--- config.mk ---
export PLATFORM = sky130hd
export DESIGN_NAME = dpram_port_client
export DESIGN_NICKNAME = d
export VERILOG_FILES = /design/src/rtl/dpram_port_client.sv
export SDC_FILE = /design/constraint.sdc
export NUM_CORES = 1
export LEC_CHECK = 0
export CAP_MARGIN = 20
export CORE_MARGIN = 3
export CORE_UTILIZATION = 39
export CTS_BUF_LIST = sky130_fd_sc_hd__clkbuf_8
export CTS_CLUSTER_SIZE = 16
export DETAILED_ROUTE_END_ITERATION = 8
export GPL_TIMING_DRIVEN = 1
export PLACE_DENSITY = 0.82
export SYNTH_ARGS = -nofsm -noshare
export SYNTH_HDL_FRONTEND = slang
export SYNTH_SLANG_ARGS = --single-unit
--- constraint.sdc ---
create_clock -name clock -period 4.8 [get_ports clock]
set_input_delay 0.96 -clock clock [delete_from_list [all_inputs] [get_ports clock]]
set_output_delay 0.96 -clock clock [all_outputs]
set_load 0.01 [all_outputs]
--- src/rtl/dpram_port_client.sv ---
// Host-side client for one port of a dual-port RAM: valid/ready requests, 1-cycle read
// latency absorbed into a 2-entry response FIFO, optional fill sweep (DPRAM_CLIENT_CLEAR_EN).
module dpram_port_client #(
  parameter int unsigned           ADDRESS_WIDTH = 10,
  parameter int unsigned           DATA_WIDTH    = 8,
  parameter logic [DATA_WIDTH-1:0] CLEAR_VALUE   = '0
) (
  input  logic                     clock,
  input  logic                     reset_n,
  input  logic                     req_valid,
  output logic                     req_ready,
  input  logic                     req_write,
  input  logic [ADDRESS_WIDTH-1:0] req_addr,
  input  logic [DATA_WIDTH-1:0]    req_wdata,
  output logic                     resp_valid,
  input  logic                     resp_ready,
  output logic [DATA_WIDTH-1:0]    resp_rdata,
  input  logic                     clear_start,
  output logic                     clear_busy,
  output logic                     clear_done,
  output logic [ADDRESS_WIDTH-1:0] ram_address,
  output logic                     ram_wren,
  output logic [DATA_WIDTH-1:0]    ram_data,
  input  logic [DATA_WIDTH-1:0]    ram_q
);
  localparam int unsigned FIFO_DEPTH = 2;
  localparam int unsigned CNT_W      = 2;

  logic                  serve_c;
  logic                  accept_c;
  logic                  rd_accept_c;
  logic                  push_c;
  logic                  pop_c;
  logic                  credit_c;
  logic [CNT_W-1:0]      outstanding_c;
  logic                  in_flight_q;
  logic [DATA_WIDTH-1:0] fifo_q [2];
  logic                  wr_ptr_q;
  logic                  rd_ptr_q;
  logic [CNT_W-1:0]      count_q;
  logic [CNT_W-1:0]      count_d;

  assign push_c     = in_flight_q;
  assign pop_c      = resp_valid & resp_ready;
  assign resp_valid = (count_q != '0);
  assign resp_rdata = fifo_q[rd_ptr_q];

  // A slot freed by a same-cycle pop counts as available, sustaining one read per cycle.
  assign outstanding_c = CNT_W'(in_flight_q) + count_q - CNT_W'(pop_c);
  assign credit_c      = (outstanding_c < CNT_W'(FIFO_DEPTH));
  assign req_ready     = serve_c & (req_write | credit_c);
  assign accept_c      = req_valid & req_ready;
  assign rd_accept_c   = accept_c & ~req_write;
  assign count_d       = count_q + CNT_W'(push_c) - CNT_W'(pop_c);

  always_ff @(posedge clock or negedge reset_n) begin
    if (!reset_n) begin
      in_flight_q <= 1'b0;
      wr_ptr_q    <= 1'b0;
      rd_ptr_q    <= 1'b0;
      count_q     <= '0;
      fifo_q[0]   <= '0;
      fifo_q[1]   <= '0;
    end else begin
      in_flight_q <= rd_accept_c;
      if (push_c) begin
        fifo_q[wr_ptr_q] <= ram_q;
      end
      wr_ptr_q <= wr_ptr_q ^ push_c;
      rd_ptr_q <= rd_ptr_q ^ pop_c;
      count_q  <= count_d;
    end
  end

`ifdef DPRAM_CLIENT_CLEAR_EN
  typedef enum logic {ST_SERVE = 1'b0, ST_CLEAR = 1'b1} state_e;

  localparam logic [ADDRESS_WIDTH-1:0] LAST_ADDR = '1;

  state_e                   state_q;
  state_e                   state_d;
  logic [ADDRESS_WIDTH-1:0] sweep_q;
  logic [ADDRESS_WIDTH-1:0] sweep_d;
  logic                     done_q;
  logic                     done_d;

  always_ff @(posedge clock or negedge reset_n) begin
    if (!reset_n) begin
      state_q <= ST_SERVE;
      sweep_q <= '0;
      done_q  <= 1'b0;
    end else begin
      state_q <= state_d;
      sweep_q <= sweep_d;
      done_q  <= done_d;
    end
  end

  // Sweep walks every address once; the counter wraps back to 0 on the last write.
  always_comb begin
    state_d     = state_q;
    sweep_d     = sweep_q;
    done_d      = 1'b0;
    ram_address = req_addr;
    ram_data    = req_wdata;
    ram_wren    = accept_c & req_write;
    case (state_q)
      ST_SERVE: begin
        if (clear_start) begin
          state_d = ST_CLEAR;
        end
      end
      ST_CLEAR: begin
        ram_address = sweep_q;
        ram_data    = CLEAR_VALUE;
        ram_wren    = 1'b1;
        sweep_d     = sweep_q + ADDRESS_WIDTH'(1);
        if (sweep_q == LAST_ADDR) begin
          state_d = ST_SERVE;
          done_d  = 1'b1;
        end
      end
      default: state_d = ST_SERVE;
    endcase
  end

  assign serve_c    = (state_q == ST_SERVE);
  assign clear_busy = (state_q == ST_CLEAR);
  assign clear_done = done_q;
`else
  logic unused_clear;

  assign unused_clear = clear_start ^ (^CLEAR_VALUE);
  assign serve_c      = 1'b1;
  assign ram_address  = req_addr;
  assign ram_data     = req_wdata;
  assign ram_wren     = accept_c & req_write;
  assign clear_busy   = 1'b0;
  assign clear_done   = 1'b0;
`endif

endmodule

==> metrics.md <==
| Metric | Value |
|---|---|
| Die H | `around 59 um` |
| Post-CTS sizing | `0` |
| VDD IR max | `roughly 330 uV` |
| Crit path from | `resp_ready` |
| GPL Wtd Cong | `roughly 0.66` |
| Worst min path class | `reg -> reg` |
| Initial Utilization | `0.426` |
| Final nets | `126` |
| Critical path class | `in -> out` |
| Die area | `~0.0035 mm^2` |
| 1st-pass router iterations | `2` |
| Seq/Total Area, Yosys | `0.477` |
| Final Instance Area | `between 0.001 and 0.0015 mm^2` |
| Core area | `about 0.0026 mm^2` |
| Num ports | `63` |
| Root Driver | `clkbuf_8` |
| PwrDens | `653 mW/mm^2` |
| Final worst-path cycle share | `0.809` |
| Synth Warn # | `0` |
| Max clock buf depth | `2` |
| Status | `finished, final reports clean` |
| CP Capture Point | `req_ready` |
| Crit path max-delay family | `buffers and inverters` |
| Clock Sinks | `21` |
| Vias in the first global route | `640` |
| Worst path max stage delay | `0.54 ns` |
| Slowest CP cell | `clkdlybuf4s50_1` |
| Setup Viol. Count Final | `0` |
| Hold-fix buffers, CTS | `0` |
| Post-route DRC | `0` |
| Clock Skews | `around 0.003 ns` |
| Leak | `~0.56 nW` |
| Critical Path RT | `3.84 ns` |
| Postcts setup bufs | `0` |
| Port bufs | `23` |
| Area delta synth->final | `13.7%` |
| Total global routing overflow | `0` |
| Distinct cells, synth | `15` |
| WL final | `1810 um` |
| GRT Total Usage | `0.118` |
| Max-capacitance violation count | `0` |
| CTS buffer count | `3` |
| Clock Pin Slew Worst Setup and Hold Paths | `0.07 ns` |
| Setup TNS | `0 ns` |
| Leading area contributor after synthesis | `dfrtp_1` |
| Final Critical Period | `3.89 ns` |
| Post-route ant nets | `0` |
| H-Tree Depth | `1` |
| Worst Path Arrival | `approximately 3 ns` |
| Synth area leaders | `dfrtp_1, mux2_2, buf_4` |
| Share of cells above drive strength 1 | `0.247` |
| Vias per cell | `about 4.9` |
| RSZ-0062 raised after global routing | `false` |
| Critical Path Sink Type | `output pin` |
| Post-Syn Instances | `84` |
| Slew Limit Fails | `0` |
| Syn Std Cell Area | `between 0.001 and 0.0015 mm^2` |
| Worst setup SP type | `primary input` |
| Placement Cell Area | `roughly 0.0012 mm^2` |
| Die width | `roughly 59 um` |
| Worst Hold Path Cells | `1` |
| Reg-to-reg endpoint | `in_flight_q` |
| Max Freq | `about 260 MHz` |
| R2R depth | `6` |
| Initial antenna violation count | `0` |
| Stages on the worst setup path | `8` |
| First-pass GRT wire length | `slightly above 3000 um` |
| Worst r2r src | `count_q[0]` |
| Dpl hpwl | `~1400 um` |
| Syn Area/Cell | `about 13 um^2` |
| FF-to-FF setup slack | `approximately 3.2 ns` |
| Pin count of the biggest net entering global routing | `22` |
| Post-synth top area share | `0.477` |
| Rows | `18` |
| Slew HR | `0.402` |
| Fin. Hold Viols | `0` |
| Routed wire per std cell | `between 15 and 20 um` |
| Slew @ Worst Pin | `approximately 0.89 ns` |
| Buf+Inv Stages, Crit Path | `3` |
| Iteration-0 DRC Markers | `4` |
| Via count | `just under 600` |
| Max FO, Critical Path | `3` |
| Diodes inserted | `0` |
| CP cell instances | `clkdlybuf4s50_1, o21a_1, ha_1, inv_1, ha_1, xor3_2, nand2b_1, clkdlybuf4s50_1` |
| Worst skew pair latency | `about 0.25 ns` |
| CTS tree | `done` |
| Seq cells post-synth | `21` |
==> power by group <==
| part | switching [W] | internal, W |
|---|---|---|
| combinational | 0.000138 | 0.000247 |
| clock | 0.0000534 | 0.0000569 |
| sequential | 0.0000570 | 0.000267 |
==> how the worst min path moves through the flow <==
stage / startpoint / end / slack [ns]
final: fifo_q[13] / fifo_q[13] / 0.50
after global routing: fifo_q[12] / fifo_q[12] / 0.52
after CTS: fifo_q[11] / fifo_q[11] / 0.51
after detailed placement: fifo_q[11] / fifo_q[11] / 0.49
after global placement: fifo_q[14] / fifo_q[14] / 0.48
after floorplan: fifo_q[10] / fifo_q[10] / 0.47
==> Yosys cell counts <==
cell and count:
ha_1 4, dfrtp_1 21, conb_1 1, buf_4 20, buf_2 3, mux2_1 8, xor2_1 1, nand2b_1 1
mux2_2 16, and2_1 1, o21a_1 1, or2_2 1, xor3_2 1, inv_1 4, nor3b_2 1
==> cells by family after synthesis <==
logic type,count (synthesis),synth area share
buffers and inverters,27,0.163
muxes,24,0.245
DFF,21,0.477
adders and majority gates,4,0.0454
and+or+nand+nor,4,0.0284
xor gates and xnor gates,2,0.0306
other,1,0.00340
AOI/OAI and AO/OA,1,0.00681
==> per-layer routing <==
| layer | global-route usage | routed length (um) | vias up |
|---|---|---|---|
| li1 | - | - | 265 |
| met1 | 0.134 | 691 | 270 |
| met2 | 0.186 | 913 | 23 |
| met3 | 0.0370 | 134 | 20 |
| met4 | 0.0874 | 66 | 0 |
| met5 | 0 | 0 | - |
==> flip-flops by register name, summed over array words and instances (netlist names) <==
name / count
count_q: 2
fifo_q: 16
in_flight_q: 1
rd_ptr_q: 1
wr_ptr_q: 1
==> stage by stage <==
stage | instances | util | worst slack, ns | power [W] | hold slack (ns)
2_1_floorplan | 85 | - | 1.94 | 0.000557 | 0.473
3_3_place_gp | 115 | 0.467 | 0.969 | 0.000694 | 0.482
3_5_place_dp | 115 | 0.467 | 0.898 | 0.000720 | 0.491
4_1_cts | 119 | 0.484 | 0.897 | 0.000835 | 0.508
5_1_grt | 119 | 0.484 | 0.816 | 0.000881 | 0.518
6_report | 119 | 0.484 | 0.915 | 0.000819 | 0.502
==> worst reg2reg max path: stages, from the launching register on <==
cell and delay [ns]:
dfrtp_1 0.40, o21a_1 0.22, ha_1 0.27, inv_1 0.06, ha_1 0.15, xor3_2 0.29, nor3b_2 0.19
==> cells in the final DEF (no fill, tap or decap), drive strengths merged <==
master         netlist  final
nor3b                1      1
conb                 1      2
nand2b               1      1
xor3                 1      1
dfrtp               21     21
inv                  4      5
xor2                 1      1
and2                 1      1
o21a                 1      1
clkdlybuf4s50        0     23
clkbuf               0      3
mux2                24     24
ha                   4      4
or2                  1      1
==> cell type report <==
class                      instances  area, um^2
multi-input combinational         37         400
fill                             222        1340
timing repair buffer              23         230
sequential                        21         526
inverter                           4        15.0
clock buffer                       3        41.3
clock inverter                     1        3.75
tap                               30        37.5
Note: power is estimated with default switching activity, not from simulation.
